[config.mk]
export PLATFORM = sky130hd
export DESIGN_NAME = mem_bus_arbiter
export DESIGN_NICKNAME = d
export VERILOG_FILES = /design/src/rtl/mem_bus_arbiter.sv
export SDC_FILE = /design/constraint.sdc
export NUM_CORES = 1
export LEC_CHECK = 0
export BUFFER_PORTS_ARGS = -buffer_cell sky130_fd_sc_hd__buf_2
export CAP_MARGIN = 20
export CORE_AREA = 2 2 126 128
export DETAILED_ROUTE_END_ITERATION = 10
export DIE_AREA = 0 0 128 130
export GPL_ROUTABILITY_DRIVEN = 0
export SETUP_SLACK_MARGIN = 0.1
export SLEW_MARGIN = 10
export SYNTH_ARGS = -nofsm -noshare
export SYNTH_HDL_FRONTEND = slang
export SYNTH_SLANG_ARGS = --single-unit
[constraint.sdc]
create_clock -name clk -period 3.1 [get_ports clk]
set_input_delay 0.93 -clock clk [delete_from_list [all_inputs] [get_ports clk]]
set_output_delay 0.93 -clock clk [all_outputs]
set_load 0.02 [all_outputs]
[src/rtl/mem_bus_arbiter.sv]
// Two-to-one Wishbone arbiter: fetch (instr) and memory-stage (data) masters share one slave bus.
// Round-robin grant held for the owner's whole cyc, with a watchdog that aborts unanswered cycles.
module mem_bus_arbiter #(
  parameter int unsigned TIMEOUT_CYCLES = 255
) (
  input  logic        clk,
  input  logic        rst,
  // instruction requester
  input  logic        i_instr_cyc,
  input  logic        i_instr_stb,
  input  logic        i_instr_we,
  input  logic [3:0]  i_instr_sel,
  input  logic [31:0] i_instr_adr,
  input  logic [31:0] i_instr_dat_mosi,
  output logic [31:0] o_instr_dat_miso,
  output logic        o_instr_ack,
  output logic        o_instr_err,
  // data requester
  input  logic        i_data_cyc,
  input  logic        i_data_stb,
  input  logic        i_data_we,
  input  logic [3:0]  i_data_sel,
  input  logic [31:0] i_data_adr,
  input  logic [31:0] i_data_dat_mosi,
  output logic [31:0] o_data_dat_miso,
  output logic        o_data_ack,
  output logic        o_data_err,
  // shared memory bus
  output logic        o_mem_cyc,
  output logic        o_mem_stb,
  output logic        o_mem_we,
  output logic [3:0]  o_mem_sel,
  output logic [31:0] o_mem_adr,
  output logic [31:0] o_mem_dat_mosi,
  input  logic [31:0] i_mem_dat_miso,
  input  logic        i_mem_ack,
  input  logic        i_mem_err,
  // status
  output logic [1:0]  o_grant_out,
  output logic        o_timeout_out
);

  // A zero timeout still needs a legal (unused) one-bit counter.
  localparam int unsigned CW      = (TIMEOUT_CYCLES > 0) ? $clog2(TIMEOUT_CYCLES + 1) : 1;
  localparam logic [CW-1:0] TO_VAL  = CW'(TIMEOUT_CYCLES);
  localparam logic [CW-1:0] CNT_MAX = '1;
  localparam bit WDOG_EN = (TIMEOUT_CYCLES != 0);

  typedef enum logic [1:0] {
    IDLE    = 2'd0,
    GRANT_I = 2'd1,
    GRANT_D = 2'd2
  } state_t;

  typedef struct packed {
    logic        cyc;
    logic        stb;
    logic        we;
    logic [3:0]  sel;
    logic [31:0] adr;
    logic [31:0] dat;
  } wb_req_t;

  state_t        r_state, w_state_nxt;
  logic          r_last_grant;   // 1 = data port owned the bus last
  logic [CW-1:0] r_wdog, w_wdog_nxt;

  wb_req_t w_req_i, w_req_d, w_req_own;
  logic    w_granted, w_timeout;
  logic    w_resp_ack, w_resp_err;

  assign w_req_i = {i_instr_cyc, i_instr_stb, i_instr_we, i_instr_sel, i_instr_adr, i_instr_dat_mosi};
  assign w_req_d = {i_data_cyc,  i_data_stb,  i_data_we,  i_data_sel,  i_data_adr,  i_data_dat_mosi};

  // Arbitration: grant held while owner cyc is high, direct hand-off on release.
  always_comb begin
    w_state_nxt = r_state;
    case (r_state)
      IDLE: begin
        if (i_instr_cyc && i_data_cyc) w_state_nxt = r_last_grant ? GRANT_I : GRANT_D;
        else if (i_instr_cyc)          w_state_nxt = GRANT_I;
        else if (i_data_cyc)           w_state_nxt = GRANT_D;
      end
      GRANT_I: if (!i_instr_cyc) w_state_nxt = i_data_cyc  ? GRANT_D : IDLE;
      GRANT_D: if (!i_data_cyc)  w_state_nxt = i_instr_cyc ? GRANT_I : IDLE;
      default: w_state_nxt = IDLE;
    endcase
  end

  always_comb begin
    w_req_own = '0;
    case (r_state)
      GRANT_I: w_req_own = w_req_i;
      GRANT_D: w_req_own = w_req_d;
      default: w_req_own = '0;
    endcase
  end

  assign w_granted = (r_state != IDLE);
  assign w_timeout = WDOG_EN && w_granted && (r_wdog == TO_VAL);

  assign o_mem_cyc      = w_req_own.cyc & ~w_timeout;
  assign o_mem_stb      = w_req_own.stb & ~w_timeout;
  assign o_mem_we       = w_req_own.we;
  assign o_mem_sel      = w_req_own.sel;
  assign o_mem_adr      = w_req_own.adr;
  assign o_mem_dat_mosi = w_req_own.dat;

  // On the abort cycle a late slave ack is swallowed and err is reported instead.
  assign w_resp_ack = w_granted & i_mem_ack & ~w_timeout;
  assign w_resp_err = (w_granted & i_mem_err) | w_timeout;

  assign o_instr_ack      = (r_state == GRANT_I) & w_resp_ack;
  assign o_instr_err      = (r_state == GRANT_I) & w_resp_err;
  assign o_instr_dat_miso = (r_state == GRANT_I) ? i_mem_dat_miso : '0;
  assign o_data_ack       = (r_state == GRANT_D) & w_resp_ack;
  assign o_data_err       = (r_state == GRANT_D) & w_resp_err;
  assign o_data_dat_miso  = (r_state == GRANT_D) ? i_mem_dat_miso : '0;

  assign o_grant_out   = {r_state == GRANT_D, r_state == GRANT_I};
  assign o_timeout_out = w_timeout;

  always_comb begin
    w_wdog_nxt = r_wdog;
    if (!WDOG_EN || !w_granted || (w_state_nxt != r_state) ||
        i_mem_ack || i_mem_err || w_timeout)
      w_wdog_nxt = '0;
    else if (o_mem_stb && (r_wdog != CNT_MAX))
      w_wdog_nxt = r_wdog + CW'(1);
  end

  always_ff @(posedge clk) begin
    if (!rst) begin
      r_state      <= IDLE;
      r_last_grant <= 1'b1;
      r_wdog       <= '0;
    end else begin
      r_state <= w_state_nxt;
      r_wdog  <= w_wdog_nxt;
      if (w_state_nxt != r_state) begin
        if (w_state_nxt == GRANT_I)      r_last_grant <= 1'b0;
        else if (w_state_nxt == GRANT_D) r_last_grant <= 1'b1;
      end
    end
  end

endmodule
# --- Word level (Yosys, flattened, before mapping) ---
# Cells that the tools add are included.
totals:
  register_bits: 11
  latch_bits: 0
  mem_bits_rw: 0
  romBits: 0
  in_bits: 178
  out_inout_bits: 142
  word_cells: 50
  memories: 0
classes:
  addsub: 1
  mul: 0
  n_div: 0
  magnitude_cmp: 0
  n_eq_ne: 7
  shifts: 0
  muxes: 14
  bitwise_logic: 12
  reduce_logical: 13
op_table:
  columns: ["cell", "count"]
  rows:
  - ["71-bit case mux with 2 select lines", 1]
  - ["32-bit 2-to-1 mux", 2]
  - ["2-bit 2-to-1 mux", 7]
  - ["1-bit AND", 9]
  - ["8-bit by 1-bit adder with 8-bit output, second input constant", 1]
  - ["8-bit equality test, second input constant", 1]
  - ["8-bit != test, second input constant", 1]
  - ["2-bit case mux with 3 select lines", 1]
  - ["2-bit by 1-bit equality test with 1-bit output, second input constant", 2]
  - ["2-bit equality test, second input constant", 2]
  - ["1-bit logical OR", 4]
  - ["2-bit nonzero test", 2]
  - ["1-bit logical AND", 3]
  - ["1-bit 2-to-1 mux", 3]
  - ["2-bit zero test", 1]
  - ["2-bit != test", 1]
  - ["1-bit NOT", 2]
  - ["2-bit AND reduction", 1]
  - ["2-bit OR reduction", 1]
  - ["1-bit zero test", 1]
  - ["1-bit OR", 1]

# --- Longest topological paths before layout ---
depth:
  ltp_word: 10
  ltp_mapped: 10
  ltp_nobuf: 9

# --- Least setup slack after synthesis ---
# No wires, ideal clock.
synth_path:
  kind: "register -> output"
  from: "register r_state[0]"
  to: "output o_mem_adr[22]"
  t_arrival_ns: 1.974
  required_time_ns: 2.170
  setup_slack_ns: 0.196
  stages_incl_launch_ff: 8
  path_buffers: 3
  cell_sequence: "dfxtp_1 > inv_1 > ha_1 > buf_2 > clkbuf_1 > buf_1 > a22oi_1 > nor2b_1"
synth_between:
  elab_chain_cells: 2
  word_cells_on_any_way: 3
  cone_classes: "2 x eq/ne; 1 x mux"
synth_lines:
  columns: ["element", "line_no", "text"]
  rows:
  - ["start: declaration", "64", "state_t r_state, w_state_nxt;"]
  - ["start signal: assignment", "138", "r_state <= w_state_nxt;"]
  - ["2-bit equality test", null, null]
  - ["net o_grant_out[1]", "39", "output logic [1:0] o_grant_out,"]
  - ["71-bit case mux with 2 select lines", "92", "case (r_state)"]
  - ["end: declaration", "33", "output logic [31:0] o_mem_adr,"]
# The timed path passes the listed nets, and every way through them passes these cells.

# --- Worst setup path after layout ---
layout_path:
  from: "register r_state[1]"
  to: "output o_mem_dat_mosi[27]"
layout_between:
  elab_chain_cells: 2
  word_cells_on_any_way: 3
  cone_classes: "2 x eq/ne; 1 x mux"
layout_lines:
  columns: ["element", "line_no", "text"]
  rows:
  - ["2-bit equality test / 2-bit by 1-bit equality test with 1-bit output (equally long branches)", "92", null]
  - ["71-bit case mux with 2 select lines *", "92", null]
  - ["end: declaration", "34", "output logic [31:0] o_mem_dat_mosi,"]
# Mark *: on every way between the ends. The rest lies on a longest branch, timed or not.

==> results.toml <==
[status]
outcome = "completed"

[die]
dieArea_sq_um = 16640
num_rows = 46
io_pins = 320
initial_core_util_pct = 14.79
die_h_microns = 130
core_sq_um = 15420
die_w_microns = 128

[pwr]
vdd_drop_max_v = 0.0002614
p_comb_share_pct = 72.1
p_int_mw = 0.7602
p_leak_nw = 2.202
switching_share_pct = 46.97
power.density_nw_per_um2 = 341.7
p_seq_share_pct = 11.2
clkPwrFrac_pct = 16.7
netSwitchingPower_mw = 0.6734

[worst_hold_path]
min_to = "r_wdog[7]"
hp-start = "r_wdog[7]"
whs_path_depth = 2
hold_class = "flop to flop"

[synthesis]
yosys_register_bits = 11
synth_top_area_cell = "a22oi_1"
synthArstFlopShare_pct = 0
yosys-top-cells-area = "a22oi_1 (23%), nor2b_1 (19%), and2_1 (18%), dfxtp_1 (9.7%), clkbuf_1 (4.6%)"
synthCells = 334
syn_nets = 519
ys_warn_count = 0
synth-seq-area-share_pct = 9.654
synth_edf_count = 0
synth_top_area_share_pct = 23.04
synth_cell_types = 35
post_synth.cell_area_avg_sq_um = 6.829
synth-main-ff-cell = "dfxtp_1"
syn_area_sq_um = 2281
synth_common_cells = "a22oi_1 (70), nor2b_1 (70), and2_1 (66)"

[final_layout]
final_cells = 823
fin_area_sq_um = 4195
antenna_cells = 0
final_nets = 817
drive_gt1_share_pct = 53.25
syn_to_final_growth_pct = 83.93

[place]
place_ws_ns = 0.4340
dp_cells = 819
place.port_buffers = 319
dp_hpwl_microns = 8239
placed_cell_area_sq_um = 4108

[global_routing]
grt_usage_pct = 10.27
globalRouteOverflowTotal = 0
grt_pass1_wl_microns = 14310
grt_pass1_vias = 2720
grt_max_degree = 63
grt_antenna_before_repair = 1

[worst_setup_path]
path_class = "flop to output pin"
startpoint_type = "flop"
reg2regPathDepth = 9
r2r-start = "r_state[1]"
cp.required_ns = 2.17
crit_arrival_ns = 1.90
r2r-end = "r_last_grant"
critical_path.max_fanout = 32
crit_path_end_kind = "output pin"
ff2ff_setup_slack_ns = 0.70

[route]
wl_per_cell_microns = 12.35
ant_nets = 0
drcViolationCount = 0
vias_per_cell = 4.190
wl_microns = 10160
drtPass1Iterations = 4
drt_iter0_drc = 128
vias = 3448

[cts]
clkLatencyLatePin_ns = 0.24
clock-sinks = 11
post-cts-setup-buffers = 0
cts.repair.resized = 0
cts_max_level = 1
root_buffer = "clkbuf_16"
clock_path_buffers = 2
tritoncts = "done"
hold_buffers = 0
clk_pin_slew_ns = 0.04
numCtsBuffers = 3

[sta]
hold_ws_ns = 0.5380
max_freq_mhz = 353.7
fin_tns_setup_ns = 0
finalCritPeriodShare_pct = 91.20
hold_viol_final = 0
min_period_ns = 2.827
slew_headroom_pct = 62.91
slew_violations = 0
tightest_slew_ns = 0.5555
timing.final.ws_setup_ns = 0.2729
finalSetupViolations = 0
rsz0062_at_grt = "false"
skew_ns = 0.002311

[run]
maxCapViolCount = 0
## worst max-delay path by stage
| stage | endpoint | start | slack, ns |
|---|---|---|---|
| after floorplan | o_mem_adr[22] | r_state[0] | 0.20 |
| after global placement | o_mem_stb | r_state[0] | 0.44 |
| after detailed placement | o_mem_stb | r_state[1] | 0.43 |
| after CTS | o_mem_stb | r_state[0] | 0.16 |
| after global routing | o_mem_stb | r_state[1] | 0.13 |
| final | o_mem_dat_mosi[27] | r_state[1] | 0.27 |
## critical path, cell delays in order (launching register included)
cell	delay [ns]
dfxtp_1	0.49
inv_1	0.16
ha_2	0.37
buf_4	0.27
nor2b_1	0.17
buf_2	0.17
## registers in the layout, summed over array words and instances (netlist names)
register / cells
r_wdog: 8
r_state: 2
r_last_grant: 1
## through the flow
step                power [mW]  utilization [%]
floorplan               0.8144                -
global placement         1.192            26.63
detailed placement       1.194            26.63
CTS                      1.439            27.14
global route             1.539            27.20
finish                   1.434            27.20
## routing by layer
layer / part of all wire (%) / GRT usage [%] / wire [microns] / vias up
met3: 5.7 / 1.517 / 577 / 8
li1: - / - / - / 1766
met1: 45 / 14.64 / 4564 / 1546
met5: 0.13 / 0 / 13 / -
met2: 49 / 16.64 / 4959 / 126
met4: 0.47 / 1.810 / 48 / 2
## placed cells by master, fill, tap and decap left out, drive strengths merged, types with 3 or more instances in the layout
cell type,count
xnor2,6
ha,7
clkbuf,4
o21ai,3
nor2b,70
and2,66
dfxtp,11
nand3,4
nor2,10
a22oi,70
nand2,6
buf,326
inv,8
nor3,12
## cells by family (layout without fill, tap and decap cells)
logic type	after synthesis	after routing	share of synthesized area, %
simple gates	182	182	47.83
buf+inv	41	338	6.912
mux	3	3	1.371
fa+ha+maj	7	7	3.840
xor+xnor	7	7	2.688
flops	11	11	9.654
compound gates	83	83	27.70
## power groups by stage
stage / clock network, mW / logic, mW / registers [mW]
after CTS: 0.245 / 1.03 / 0.160
after global placement: 0 / 1.03 / 0.162
after global routing: 0.253 / 1.12 / 0.162
after floorplan: 0 / 0.657 / 0.158
after detailed placement: 0 / 1.03 / 0.162
final: 0.239 / 1.03 / 0.161
## area by class of cell
type | count | area, sq um
fill | 1681 | 11230
timing repair buffer | 326 | 1694
sequential | 11 | 221.5
clock buffer | 4 | 78.83
inverter | 8 | 30.03
tap | 192 | 240.2
multi-input combinational | 282 | 1931
Note: power is estimated with default switching activity, not from simulation.
